==> src/rtl/sram_access_sequencer.sv <==
// MEM-stage sequencer: splits each 32-bit load/store into two
// halfword phases on an external 16-bit asynchronous SRAM.
module sram_access_sequencer #(
  parameter int WAIT_CYCLES = 2,
  parameter int ADDR_BASE   = 1024
) (
  input  logic        clk,
  input  logic        rst,
  input  logic        rd_en,
  input  logic        wr_en,
  input  logic [31:0] address,
  input  logic [31:0] write_data,
  output logic [31:0] read_data,
  output logic        ready,
  output logic [17:0] sram_addr,
  output logic [15:0] sram_dq_out,
  input  logic [15:0] sram_dq_in,
  output logic        sram_dq_oe,
  output logic        sram_we_n
);

  typedef enum logic [1:0] {
    IDLE,
    LOW,
    HIGH,
    DONE
  } state_e;

  localparam logic [3:0] LAST = 4'(WAIT_CYCLES - 1);

  state_e      state_q, state_d;
  logic [3:0]  cnt_q, cnt_d;
  logic [16:0] word_q, word_d;
  logic [31:0] data_q, data_d;
  logic        op_q, op_d;
  logic [31:0] rdata_q, rdata_d;

  logic busy;
  logic hi;
  logic wr_act;

  always_comb begin
    state_d = state_q;
    cnt_d   = cnt_q;
    word_d  = word_q;
    data_d  = data_q;
    op_d    = op_q;
    rdata_d = rdata_q;
    unique case (state_q)
      IDLE: begin
        if (rd_en | wr_en) begin
          // wrap-around subtract, then keep the low 17 word bits
          word_d  = 17'((address - 32'(ADDR_BASE)) >> 2);
          data_d  = write_data;
          op_d    = wr_en;
          cnt_d   = '0;
          state_d = LOW;
        end
      end
      LOW: begin
        if (cnt_q == LAST) begin
          cnt_d   = '0;
          state_d = HIGH;
          if (!op_q) rdata_d[15:0] = sram_dq_in;
        end else begin
          cnt_d = cnt_q + 4'd1;
        end
      end
      HIGH: begin
        if (cnt_q == LAST) begin
          cnt_d   = '0;
          state_d = DONE;
          if (!op_q) rdata_d[31:16] = sram_dq_in;
        end else begin
          cnt_d = cnt_q + 4'd1;
        end
      end
      DONE: begin
        state_d = IDLE;
      end
      default: begin
        state_d = IDLE;
      end
    endcase
  end

  always_ff @(posedge clk) begin
    if (rst) begin
      state_q <= IDLE;
      cnt_q   <= '0;
      word_q  <= '0;
      data_q  <= '0;
      op_q    <= 1'b0;
      rdata_q <= '0;
    end else begin
      state_q <= state_d;
      cnt_q   <= cnt_d;
      word_q  <= word_d;
      data_q  <= data_d;
      op_q    <= op_d;
      rdata_q <= rdata_d;
    end
  end

  always_comb begin
    busy   = (state_q == LOW) || (state_q == HIGH);
    hi     = (state_q == HIGH);
    wr_act = busy && op_q;

    sram_addr   = busy ? {word_q, hi} : '0;
    sram_dq_out = '0;
    if (wr_act) sram_dq_out = hi ? data_q[31:16] : data_q[15:0];
    sram_dq_oe  = wr_act;
    sram_we_n   = !wr_act;
    read_data   = rdata_q;

    // request cycle already stalls the pipeline
    if (state_q == IDLE) ready = !(rd_en | wr_en);
    else                 ready = (state_q == DONE);
  end

endmodule

==> config.mk <==
export PLATFORM = sky130hd
export DESIGN_NAME = sram_access_sequencer
export DESIGN_NICKNAME = d
export VERILOG_FILES = /design/src/rtl/sram_access_sequencer.sv
export SDC_FILE = /design/constraint.sdc
export NUM_CORES = 1
export LEC_CHECK = 0
export CAP_MARGIN = 10
export CORE_MARGIN = 2
export CORE_UTILIZATION = 47
export DETAILED_ROUTE_END_ITERATION = 8
export GPL_TIMING_DRIVEN = 0
export PLACE_DENSITY = 0.95
export SETUP_SLACK_MARGIN = 0.1
export SYNTH_ARGS = -nofsm -noshare
export SYNTH_HDL_FRONTEND = slang
export SYNTH_SLANG_ARGS = --single-unit
==> constraint.sdc <==
create_clock -name clk -period 2.6 [get_ports clk]
set_input_delay 0.39 -clock clk [delete_from_list [all_inputs] [get_ports clk]]
set_output_delay 0.39 -clock clk [all_outputs]
set_load 0.05 [all_outputs]
==> impl_metrics.py, run 1 <==
metrics = {
    "sta": {
        "fin_ws_ns": 0.149,
        "rsz0062_at_grt": "yes",
        "max-slew-margin-rel_pct": 41.7,
        "finalCritPeriodShare_pct": 94.3,
        "worst_pin_slew_ns": 0.866,
        "slew_violations": 0,
        "tns_ns": 0,
        "hold_slack_ns": 0.459,
        "fin_worst_skew_ns": 0.0132,
        "timing.fmax_mhz": 408,
        "finalSetupViolCount": 0,
        "min_period_ns": 2.45,
        "hold_viol": 0,
    },
    "logic_synthesis": {
        "synth_top_area_share_pct": 45.8,
        "synth_seq_cells": 88,
        "synth_edf_count": 0,
        "ys.warnings.count": 0,
        "synth-async-reset-ratio_pct": 0,
        "avgSynthCellArea_sq_um": 8.49,
        "synth_area_leader_cell": "dfxtp_1",
        "syn-instance-count": 453,
        "synth.area.top_cells": "dfxtp_1 46%, nand2_1 13%, mux2i_1 13%",
        "synthMostInstantiatedCell": "nand2_1",
        "syn_area_sq_um": 3850,
        "ys.flop_type": "dfxtp_1",
        "synth_common_cells": "134 x nand2_1, 88 x dfxtp_1, 50 x mux2i_1, 44 x a21oi_1, 21 x nor2_1",
        "yosysUniqueCellTypes": 40,
        "syn_nets": 546,
        "ys_seq_area_share_pct": 45.8,
    },
    "clocking": {
        "postCtsSetupBuffers": 0,
        "numCtsBuffers": 9,
        "cts_max_level": 3,
        "clk_latency_ns": 0.36,
        "cts_tree": "done",
        "cts.path.max_buffers": 2,
        "cts.sinks": 88,
        "path_clk_slew_ns": 0.09,
        "cts_root_buf": "clkbuf_8",
    },
    "setup_path": {
        "cp.arrival_ns": 2.06,
        "worstSetupEndpointType": "output pin",
        "slowest_stage": "dfxtp_2",
        "startpoint_type": "flip-flop",
        "crit_fanout": 10,
        "crit_type": "flip-flop to output pin",
        "critPathTopFamily": "buffers and inverters",
        "cp.buffers_inverters": 4,
        "slowest_delay_ns": 0.36,
        "path_cells": "inv_1 > ha_2 > o21a_1 > buf_2 > buf_2 > nor2_1 > buf_2",
        "crit_required_ns": 2.21,
        "cpMostUsedCell": "buf_2",
    },
    "placement": {
        "portBuffers": 137,
        "hpwl_mm": 8.29,
        "post_dp_cell_area_sq_um": 5370,
        "place_inst": 692,
        "pre_cts_ws_ns": -0.419,
        "place_congestion": 0.902,
    },
    "drt": {
        "wl_mm": 11.0,
        "vias": 3722,
        "wl_per_cell_um": 15.5,
        "dr.pass1.iters": 5,
        "ant_nets": 0,
        "drc": 0,
        "viasPerCell": 5.26,
        "drt_iter0_markers": 156,
    },
    "pwr": {
        "p_sw_mw": 1.82,
        "share_seq_of_total_power_pct": 39.4,
        "ir_drop_mv": 0.798,
        "total_power_mw": 4.45,
        "internal_power_mw": 2.63,
        "pwr_density_cell_nw_per_um2": 810,
        "clockPowerShare_pct": 20.0,
        "combPwrFrac_pct": 40.6,
        "swShare_pct": 40.8,
        "leakage_nw": 2.18,
    },
    "hold_path": {
        "worst_hold_path_type": "flip-flop to flip-flop",
    },
    "global_route": {
        "grt-ovfl-total": 0,
        "grt_max_degree": 17,
        "grt_pass1_wl_mm": 17.0,
        "antenna_found_initial": 0,
        "grt_pass1_vias": 3630,
        "grt_util_all_layers_pct": 24.1,
    },
    "cells_and_area": {
        "areaGrowthSynthToFinish_pct": 42.9,
        "nets": 694,
        "final_area_sq_um": 5500,
        "insertedDiodeCount": 0,
        "final_util_pct": 70.0,
        "drive_above_1_share_pct": 14.5,
        "fin_cells": 708,
    },
    "die": {
        "die_y_um": 94.5,
        "dieArea_sq_um": 8930,
        "core-area_sq_um": 7850,
        "die-width_um": 94.5,
        "rows": 32,
        "start_util_pct": 49.0,
        "pin_count": 153,
    },
    "run_status": {
        "status": "completed",
    },
    "run": {
        "drv_cap": 0,
    },
}
[kinds of logic (layout without fill, tap and decap cells)]
kind of cell,after synthesis,after routing,share of synthesized area (%)
AND/OR/NAND/NOR,195,195,22.6
flip-flops,88,88,45.8
AO/OA/AOI/OAI,69,69,10.2
multiplexers,50,50,13.0
buffers and inverters,39,192,4.72
adder cells (fa/ha/maj),9,9,2.93
XOR/XNOR,3,3,0.683
[metal layers]
layer	part of all wire [%]	vias to the layer above	track usage, %
met1	41	1743	28.8
met4	2.7	0	8.94
met5	0	-	0
met2	51	151	43.9
li1	-	1801	-
met3	5.1	27	3.51
[power by group through the flow]
| stage | logic [mW] | registers (mW) | clock network (mW) |
|---|---|---|---|
| after global routing | 1.95 | 1.78 | 0.965 |
| final | 1.81 | 1.76 | 0.889 |
| after detailed placement | 1.81 | 1.77 | 0 |
| after floorplan | 1.16 | 1.81 | 0 |
| after CTS | 1.78 | 1.75 | 0.902 |
| after global placement | 1.75 | 1.75 | 0 |
[placed cells by master, fill, tap and decap left out, types with 3 or more instances in the layout]
| cell | Yosys | routed |
|---|---|---|
| a21oi_1 | 44 | 44 |
| o31ai_1 | 3 | 3 |
| clkdlybuf4s50_1 | 0 | 101 |
| xnor2_1 | 3 | 3 |
| clkbuf_8 | 0 | 10 |
| clkbuf_4 | 0 | 16 |
| a211oi_1 | 7 | 7 |
| dfxtp_1 | 88 | 86 |
| buf_2 | 9 | 15 |
| o21ai_0 | 7 | 7 |
| clkbuf_1 | 18 | 15 |
| and2_1 | 17 | 17 |
| nor2_1 | 21 | 12 |
| nor3_1 | 5 | 5 |
| nor2_2 | 0 | 9 |
| ha_1 | 9 | 8 |
| inv_1 | 8 | 8 |
| nor3b_1 | 3 | 3 |
| clkbuf_2 | 0 | 6 |
| and4_1 | 3 | 3 |
| mux2i_1 | 50 | 48 |
| nand2_1 | 134 | 133 |
| clkdlybuf4s15_2 | 0 | 8 |
[worst register-to-register path: cells and delay by family, from the launching register on]
| kind | cells | cell delay, ns |
|---|---|---|
| simple gates | 2 | 0.59 |
| flops | 1 | 0.42 |
| buf+inv | 2 | 0.34 |
| fa+ha+maj | 1 | 0.20 |
| mux | 1 | 0.20 |
[final cells by class]
type | count | area, sq um
fillers | 637 | 2350
plain buffers | 30 | 165
flip-flops and latches | 88 | 1760
repair buffers | 137 | 1280
inverters | 9 | 33.8
multi-input cells | 326 | 1940
clock inverters | 6 | 50.0
well taps | 102 | 128
clock buffers | 10 | 138
[state kept, by name (all words and copies together) (netlist names)]
signal / count
cnt_q: 4
data_q: 32
op_q: 1
read_data: 32
state_q: 2
word_q: 17
[path summary, 6_finish.rpt]
check / startpoint / to / slack [ns] / cells after the start
setup / recovery: state_q[0] / ready / 0.15 / 7
hold / removal: data_q[14] / data_q[14] / 0.46 / 2
setup reg to reg: cnt_q[0] / read_data[27] / 0.79 / 6
hold reg to reg: data_q[14] / data_q[14] / 0.46 / 2
[timing repair]
item                                    4_1_cts  5_1_grt
hold buffers                                  0        0
resized for setup                           150       33
endpoints found under the setup margin       36       33
Note: power is estimated with default switching activity, not from simulation.
==> run 2, diff against run 1 <==
- CORE_MARGIN: 2 -> default
- CORE_UTILIZATION: 47 -> 43
- PLACE_DENSITY: 0.95 -> 0.88
- clock period: 2.6 -> 2.3 ns (I/O delays scaled with it)
==> impl_metrics.py, run 2 (synthesis gave the netlist of run 1 again) <==
metrics = {
    "cells_and_area": {
        "fill_cells": 721,
        "drive_above_1_share_pct": 16.3,
        "final_cell_mix": "133 x nand2_1, 101 x clkdlybuf4s50_1, 86 x dfxtp_1",
        "final_common_cell": "nand2_1",
        "multi_input_area_sq_um": 2020,
        "areaGrowthSynthToFinish_pct": 48.5,
        "insertedDiodeCount": 0,
        "nets": 695,
        "regArea_sq_um": 1770,
    },
    "die": {
        "die-width_um": 96.6,
        "die_y_um": 96.6,
        "rows": 34,
        "dieArea_sq_um": 9330,
        "pin_count": 153,
        "start_util_pct": 44.3,
        "core-area_sq_um": 8680,
    },
    "global_route": {
        "grt_pass1_wl_mm": 16.5,
        "grt_max_degree": 16,
        "grt_util_all_layers_pct": 23.2,
        "grt_pass1_vias": 3670,
        "antenna_found_initial": 0,
        "grt-ovfl-total": 0,
    },
    "sta": {
        "fin_ws_ns": 0.137,
        "timing.fmax_mhz": 462,
        "worst_pin_slew_ns": 0.749,
        "finalCritPeriodShare_pct": 94.0,
        "min_period_ns": 2.16,
        "max-slew-margin-rel_pct": 49.6,
        "slew_violations": 0,
        "fin_worst_skew_ns": 0.0168,
        "rsz0062_at_grt": "no",
        "finalSetupViolCount": 0,
        "hold_viol": 0,
    },
    "clocking": {
        "cts_root_buf": "clkbuf_8",
        "numCtsBuffers": 9,
        "cts.sinks": 88,
        "clk_latency_ns": 0.35,
        "postCtsSetupBuffers": 0,
        "cts_max_level": 3,
        "cts.path.max_buffers": 2,
        "cts_tree": "done",
        "path_clk_slew_ns": 0.09,
    },
    "drt": {
        "viasPerCell": 5.16,
        "drt_iter0_markers": 119,
        "ant_nets": 0,
        "wl_mm": 11.0,
        "wl_per_cell_um": 15.4,
        "dr.pass1.iters": 4,
        "drc": 0,
        "vias": 3688,
    },
    "setup_path": {
        "worstSetupEndpointType": "output pin",
        "path_cells": "clkdlybuf4s50_1 > o21a_2 > buf_4 > buf_4 > nor2_2 > buf_6",
        "critPathTopFamily": "buffers and inverters",
        "r2r-start": "cnt_q[0]",
        "crit_fanout": 10,
        "cp.buffers_inverters": 4,
        "cp-startpoint": "wr_en",
        "cp.arrival_ns": 1.82,
        "r2r_slack_ns": 0.49,
        "slowest_stage": "clkdlybuf4s50_1",
        "crit_required_ns": 1.96,
        "r2r-end": "read_data[25]",
        "cpMostUsedCell": "buf_4",
        "r2r_cells": 6,
        "slowest_delay_ns": 0.52,
        "endpoint": "ready",
        "crit_type": "input port to output pin",
        "startpoint_type": "input port",
        "path_depth": 6,
    },
    "placement": {
        "pre_cts_ws_ns": -0.607,
        "place_congestion": 0.865,
        "portBuffers": 137,
        "hpwl_mm": 8.29,
    },
    "hold_path": {
        "worst_hold_path_type": "flip-flop to flip-flop",
        "hold_depth": 2,
    },
    "pwr": {
        "leakage_nw": 2.24,
        "pwr_density_cell_nw_per_um2": 932,
        "total_power_mw": 5.32,
        "ir_drop_mv": 0.685,
    },
    "run_status": {
        "status": "completed",
    },
    "run": {
        "drv_cap": 0,
    },
}
-- run 2: how the worst min path moves through the flow --
stage                    end  slack (ns)          start
2_1_floorplan      word_q[0]        0.43      word_q[0]
6_report           word_q[6]        0.46      word_q[6]
3_3_place_gp       word_q[5]        0.44      word_q[5]
3_5_place_dp      data_q[15]        0.45     data_q[15]
4_1_cts           data_q[15]        0.46     data_q[15]
5_1_grt        read_data[22]        0.48  read_data[22]
-- run 2: routing by layer --
layer  wire [um]  track usage, %
met1        4470            26.5
met2        5610            41.9
met3         514            4.23
met4         389            10.2
met5           0               0
-- run 2: worst register-to-register path, cell delays in order, from the launching register on --
cell	delay (ns)
dfxtp_1	0.43
ha_1	0.19
or3b_4	0.39
nor3b_2	0.20
buf_6	0.17
buf_12	0.15
mux2i_1	0.21
-- run 2: repair_timing --
action,4_1_cts,5_1_grt
endpoints found under the setup margin,36,34
resized for setup,198,34
hold buffers,0,0
cloned,0,1
-- run 2: layout make-up --
class	count	area share, %
Clock buffer	10	2.23
Timing Repair Buffer	138	23.7
Inverter	9	0.635
Tap cell	108	2.37
Clock inverter	6	1.16
Sequential cell	88	31.0
Buffer	30	3.57
Multi-Input combinational cell	326	35.4
-- run 2: report_power, final --
group          switching [mW]  total [mW]  internal [mW]
logic                    1.37        2.25          0.886
registers               0.197        2.01           1.81
clock network           0.557        1.07          0.509
-- run 2: through the flow --
| stage | cell area [sq um] | TNS (ns) | instances | util, % | hold WS, ns |
|---|---|---|---|---|---|
| 2_1_floorplan | 3880 | 0 | 453 | - | 0.432 |
| 3_3_place_gp | 5390 | -13.33 | 698 | 62.1 | 0.438 |
| 3_5_place_dp | 5390 | -14.45 | 698 | 62.1 | 0.448 |
| 4_1_cts | 5610 | 0 | 714 | 64.7 | 0.459 |
| 5_1_grt | 5710 | 0 | 715 | 65.8 | 0.479 |
| 6_report | 5710 | 0 | 715 | 65.8 | 0.459 |
